**src/rtl/mux_rr_scheduler.sv**
```systemverilog
// mux_rr_scheduler
// Round-robin scheduler in front of the 3:1 select mux. It arbitrates three
// requesters and holds each grant for a burst of up to HOLD_MAX beats. The
// owner's data is presented through a registered valid/ready output stage.
//
// Ports:
//   clk, rst_n           clock, asynchronous active-low reset
//   ip1..ip3  [WIDTH]    requester data, valid while the matching req is high
//   req1..req3           requester wants the mux
//   gnt1..gnt3           one-hot registered grant
//   sel1..sel3           one-hot mux select, identical to gnt1..gnt3
//   mux_op    [WIDTH]    registered selected data
//   op_valid             mux_op holds a beat not yet taken downstream
//   op_ready             downstream accepts the beat when op_valid is high
module mux_rr_scheduler #(
    parameter int WIDTH    = 4,
    parameter int HOLD_MAX = 4
) (
    input  logic             clk,
    input  logic             rst_n,
    input  logic [WIDTH-1:0] ip1,
    input  logic [WIDTH-1:0] ip2,
    input  logic [WIDTH-1:0] ip3,
    input  logic             req1,
    input  logic             req2,
    input  logic             req3,
    output logic             gnt1,
    output logic             gnt2,
    output logic             gnt3,
    output logic             sel1,
    output logic             sel2,
    output logic             sel3,
    output logic [WIDTH-1:0] mux_op,
    output logic             op_valid,
    input  logic             op_ready
);

    localparam logic [0:0] ST_IDLE = 1'b0;
    localparam logic [0:0] ST_OWN  = 1'b1;

    localparam logic [3:0] HOLD_LIMIT = 4'(HOLD_MAX);

    logic [0:0]       state;
    logic [2:0]       gnt;
    logic [1:0]       last;
    logic [3:0]       beats;
    logic [2:0]       req_vec;
    logic             owner_req;
    logic [WIDTH-1:0] owner_data;
    logic             capture;
    logic             last_beat;
    logic [2:0]       win_gnt;
    logic [1:0]       win_idx;

    assign req_vec   = {req3, req2, req1};
    assign owner_req = |(gnt & req_vec);

    // A beat is taken from the owner only when the output register is empty
    // or is being drained on this same edge. A dropped req always wins over
    // a pending capture.
    assign capture   = (state == ST_OWN) && owner_req && (!op_valid || op_ready);
    assign last_beat = capture && (beats == HOLD_LIMIT - 4'd1);

    // Data of the current owner; the grant is one-hot, so a plain priority
    // chain is enough to steer it.
    always_comb begin
        owner_data = '0;
        if (gnt[0]) begin
            owner_data = ip1;
        end else if (gnt[1]) begin
            owner_data = ip2;
        end else if (gnt[2]) begin
            owner_data = ip3;
        end
    end

    // Rotating search for the next owner. It starts just after the previous
    // winner, so the requester served last has the lowest priority.
    always_comb begin
        win_gnt = 3'b000;
        win_idx = last;
        case (last)
            2'd1: begin
                if (req2)      begin win_gnt = 3'b010; win_idx = 2'd2; end
                else if (req3) begin win_gnt = 3'b100; win_idx = 2'd3; end
                else if (req1) begin win_gnt = 3'b001; win_idx = 2'd1; end
            end
            2'd2: begin
                if (req3)      begin win_gnt = 3'b100; win_idx = 2'd3; end
                else if (req1) begin win_gnt = 3'b001; win_idx = 2'd1; end
                else if (req2) begin win_gnt = 3'b010; win_idx = 2'd2; end
            end
            default: begin
                if (req1)      begin win_gnt = 3'b001; win_idx = 2'd1; end
                else if (req2) begin win_gnt = 3'b010; win_idx = 2'd2; end
                else if (req3) begin win_gnt = 3'b100; win_idx = 2'd3; end
            end
        endcase
    end

    // Grant FSM, burst counter and output register.
    // IDLE only arbitrates, which creates the one-cycle bubble between owners.
    // In OWN the stage either captures, holds on a stall, or releases the grant.
    always_ff @(posedge clk or negedge rst_n) begin
        if (!rst_n) begin
            state    <= ST_IDLE;
            gnt      <= 3'b000;
            last     <= 2'd3;
            beats    <= 4'd0;
            mux_op   <= '0;
            op_valid <= 1'b0;
        end else if (state == ST_IDLE) begin
            if (op_valid && op_ready) begin
                op_valid <= 1'b0;
            end
            if (|req_vec) begin
                state <= ST_OWN;
                gnt   <= win_gnt;
                last  <= win_idx;
            end
        end else begin
            if (!owner_req) begin
                state <= ST_IDLE;
                gnt   <= 3'b000;
                beats <= 4'd0;
                if (op_valid && op_ready) begin
                    op_valid <= 1'b0;
                end
            end else if (capture) begin
                mux_op   <= owner_data;
                op_valid <= 1'b1;
                if (last_beat) begin
                    state <= ST_IDLE;
                    gnt   <= 3'b000;
                    beats <= 4'd0;
                end else begin
                    beats <= beats + 4'd1;
                end
            end
        end
    end

    assign gnt1 = gnt[0];
    assign gnt2 = gnt[1];
    assign gnt3 = gnt[2];
    assign sel1 = gnt[0];
    assign sel2 = gnt[1];
    assign sel3 = gnt[2];

endmodule

```
**config.mk**
```make
export PLATFORM = sky130hd
export DESIGN_NAME = mux_rr_scheduler
export DESIGN_NICKNAME = d
export VERILOG_FILES = /design/src/rtl/mux_rr_scheduler.sv
export SDC_FILE = /design/constraint.sdc
export NUM_CORES = 1
export LEC_CHECK = 0
export ABC_AREA = 1
export CORE_MARGIN = 5
export CORE_UTILIZATION = 36
export DETAILED_ROUTE_END_ITERATION = 7
export MAX_ROUTING_LAYER = met4
export PLACE_DENSITY = 0.78
export SLEW_MARGIN = 25
export SYNTH_ARGS = -nofsm -noshare
export SYNTH_HDL_FRONTEND = slang
export SYNTH_SLANG_ARGS = --single-unit
```
**constraint.sdc**
```tcl
create_clock -name clk -period 1.4 [get_ports clk]
set_input_delay 0.28 -clock clk [delete_from_list [all_inputs] [get_ports clk]]
set_output_delay 0.28 -clock clk [all_outputs]
set_load 0.03 [all_outputs]
```
==> flow_summary.toml <==
[setup_path]
worstPathArrival_ns = 1.55
path_cells = "inv_2 > ha_4 > inv_4 > buf_4 > nand2_2 > o21ai_2 > nand3_1 > nand2_1"
cpPeakStageDelay_ns = 0.55
endpoint_kind = "register"
worstPathRequired_ns = 1.59
cpMaxStageDelayCell = "dfstp_2"
crit_path_start_kind = "register"
worstSetupPathType = "register to register"
crit_family = "flip-flops"
path_buf_inv = 3
cp.depth = 8
cp_max_fo = 4
reg2reg_depth = 8

[synth]
synth_flop_cell = "dfrtp_1"
syn_area_per_cell_um2 = 7.74
syn_nets = 144
synthMuxAreaShare_pct = 0
synth_top_cell_by_area = "dfrtp_1"
synth.area.top_cells = "dfrtp_1 34%, nand2_1 13%, nand3_1 5.8%"
synth_commonest_cells = "33 x nand2_1, 13 x dfrtp_1, 11 x nand3_1"
ys_types = 19
synth-simple-area-share_pct = 32.6
synth_most_common_cell = "nand2_1"
synthDominantCellAreaShare_pct = 34.2
synth-compound-area-share_pct = 14.5
synth_top_family_by_area = "simple AND/OR/NAND/NOR gates"
synth-adder-area-share_pct = 3.94
synth-warning-count = 0
synthArstFlopShare_pct = 100
synth-seq-cells = 15
synth-edff-count = 0
synthCells = 123
yosysSeqAreaShare_pct = 39.7
syn-cell-area_um2 = 952
synth_xor_area_share_pct = 1.84

[cells_and_area]
final_cell_count_no_fill = 191
nets = 183
design_area_um2 = 1370
n_antenna_cell = 0
syn2layout_area_growth_pct = 44.3
drive_above_1_share_pct = 28.6

[timing]
fin_ws_ns = 0.0428
setup_tns_ns = 0
rsz0062_at_grt = "yes"
finalClockSkew_ns = 0.00969
final_hold_viol_count = 0
finalCritPeriodShare_pct = 96.9
slew_headroom_pct = 77.6
maxSlewViolCount = 0
worst_slew_pin_slew_ns = 0.335
fin_crit_ns = 1.36
fmax_ghz = 0.737
finalSetupViolCount = 0

[clock_tree]
clk_pin_slew_ns = 0.09
clock_path_buffers = 2
cts_made_buffers = 3
h-tree-depth = 1
insertion_delay_ns = 0.29
cts_setup_buffers = 0
clockRootBuffer = "clkbuf_4"
cts_tree = "yes"
cts.sinks = 15

[power]
power_density_nw_per_um2 = 2070
p_total_mw = 2.85
ir_worst_vdd_mv = 1.44
p_leak_nw = 0.647

[die]
chipHeight_um = 61.4
dieArea_um2 = 3770
die_x_um = 61.4
core_area_um2 = 2500
ios = 29
initial_utilization_pct = 38.1
fp-row-count = 18

[grt]
grt_pass1_wl_um = 3730
grt_pass1_vias = 915
grt-ovfl-total = 0
antenna_found_initial = 0
grt_max_degree = 16
gr-usage-all-layers_pct = 13.4

[detailed_routing]
wirelength_um = 2310
wl_per_cell_um = 12.1
first_pass_iters = 4
drc = 0
avgViaCountPerCell = 4.84
vias = 925
drtIter0Drc = 23
ant_nets = 0

[placed_design]
dp_hpwl_um = 1920
dp_slack_ns = -0.0863
place_inst = 187
place_area_um2 = 1300
io_buffers = 28
gp_congestion = 0.875

[hold_path]
hold_class = "input pin to async pin"

[run]
maxCapViolations = 0

[run_status]
status = "complete, no violations"
-- timing repair --
action	4_1_cts	5_1_grt
resized for setup	8	12
pin swaps	0	1
endpoints found under the setup margin	9	5
hold buffers	0	0
-- final timing paths --
path / startpoint / to / slack [ns]
setup reg to reg: last[0] / gnt[2] / 0.04
max in group asynchronous: rst_n / last[0] / 0.87
hold / removal: rst_n / beats[1] / 0.29
setup / recovery: last[0] / gnt[2] / 0.04
hold reg to reg: mux_op[0] / mux_op[0] / 0.51
min in group clk: mux_op[0] / mux_op[0] / 0.51
-- per-stage QoR --
stage | utilization (%) | hold WS (ns)
4_1_cts | 53.4 | 0.291
6_report | 55.0 | 0.292
3_5_place_dp | 52.0 | 0.495
3_3_place_gp | 52.0 | 0.471
2_1_floorplan | - | -0.0156
5_1_grt | 55.0 | 0.310
-- layer usage --
layer	vias up	share of wire, %	GRT usage [%]
met5	-	0	-
met4	0	2.3	4.24
met3	7	4.3	3.35
met2	18	54	24.3
met1	423	39	14.2
li1	477	-	-
-- state kept, by name, summed over array words and instances, names as in the netlist --
signal and cells:
mux_op 4, beats 4, gnt 3, state 1
last 2, op_valid 1
-- cell usage in the layout, fill, tap and decap left out --
master and count:
a21oi_1 7, a21oi_2 4, buf_4 15, clkbuf_1 1, clkbuf_4 3, clkdlybuf4s50_1 17, dfrtp_1 13, dfstp_2 2
dlygate4sd2_1 5, ha_1 1, ha_4 2, inv_1 8, inv_2 4, inv_4 1, nand2_1 31, nand2_2 8
nand3_1 11, nand3_4 3, nand4_1 1, nand4_2 1, nor2_1 4, nor2_2 1, nor2_4 1, o21ai_0 6
o21ai_1 8, o21ai_2 1, xnor2_1 1, xor2_1 1
-- cells by family after synthesis --
family / Yosys count
fa+ha+maj: 3
compound gates: 26
buf+inv: 16
simple gates: 61
xor+xnor: 2
flops: 15
-- worst reg2reg max path, delay by kind of cell (launching register included) --
family                   cells  cell delay (ns)
adder cells (fa/ha/maj)      1             0.27
buffers and inverters        3             0.23
flip-flops                   1             0.55
AO/OA/AOI/OAI                1             0.05
AND/OR/NAND/NOR              3             0.16
-- area by class of cell --
class | count | area, µm²
multi-input combinational | 92 | 554
tap | 30 | 37.5
fill | 233 | 1130
sequential | 15 | 378
clock buffer | 4 | 26.3
inverter | 13 | 51.3
timing repair buffer | 37 | 327
-- report_power, final --
part / internal [mW] / switching, mW
sequential: 0.619 / 0.198
combinational: 0.746 / 1.03
clock: 0.111 / 0.141
total: 1.48 / 1.37
No activity file was read; power rests on OpenSTA's default activity.
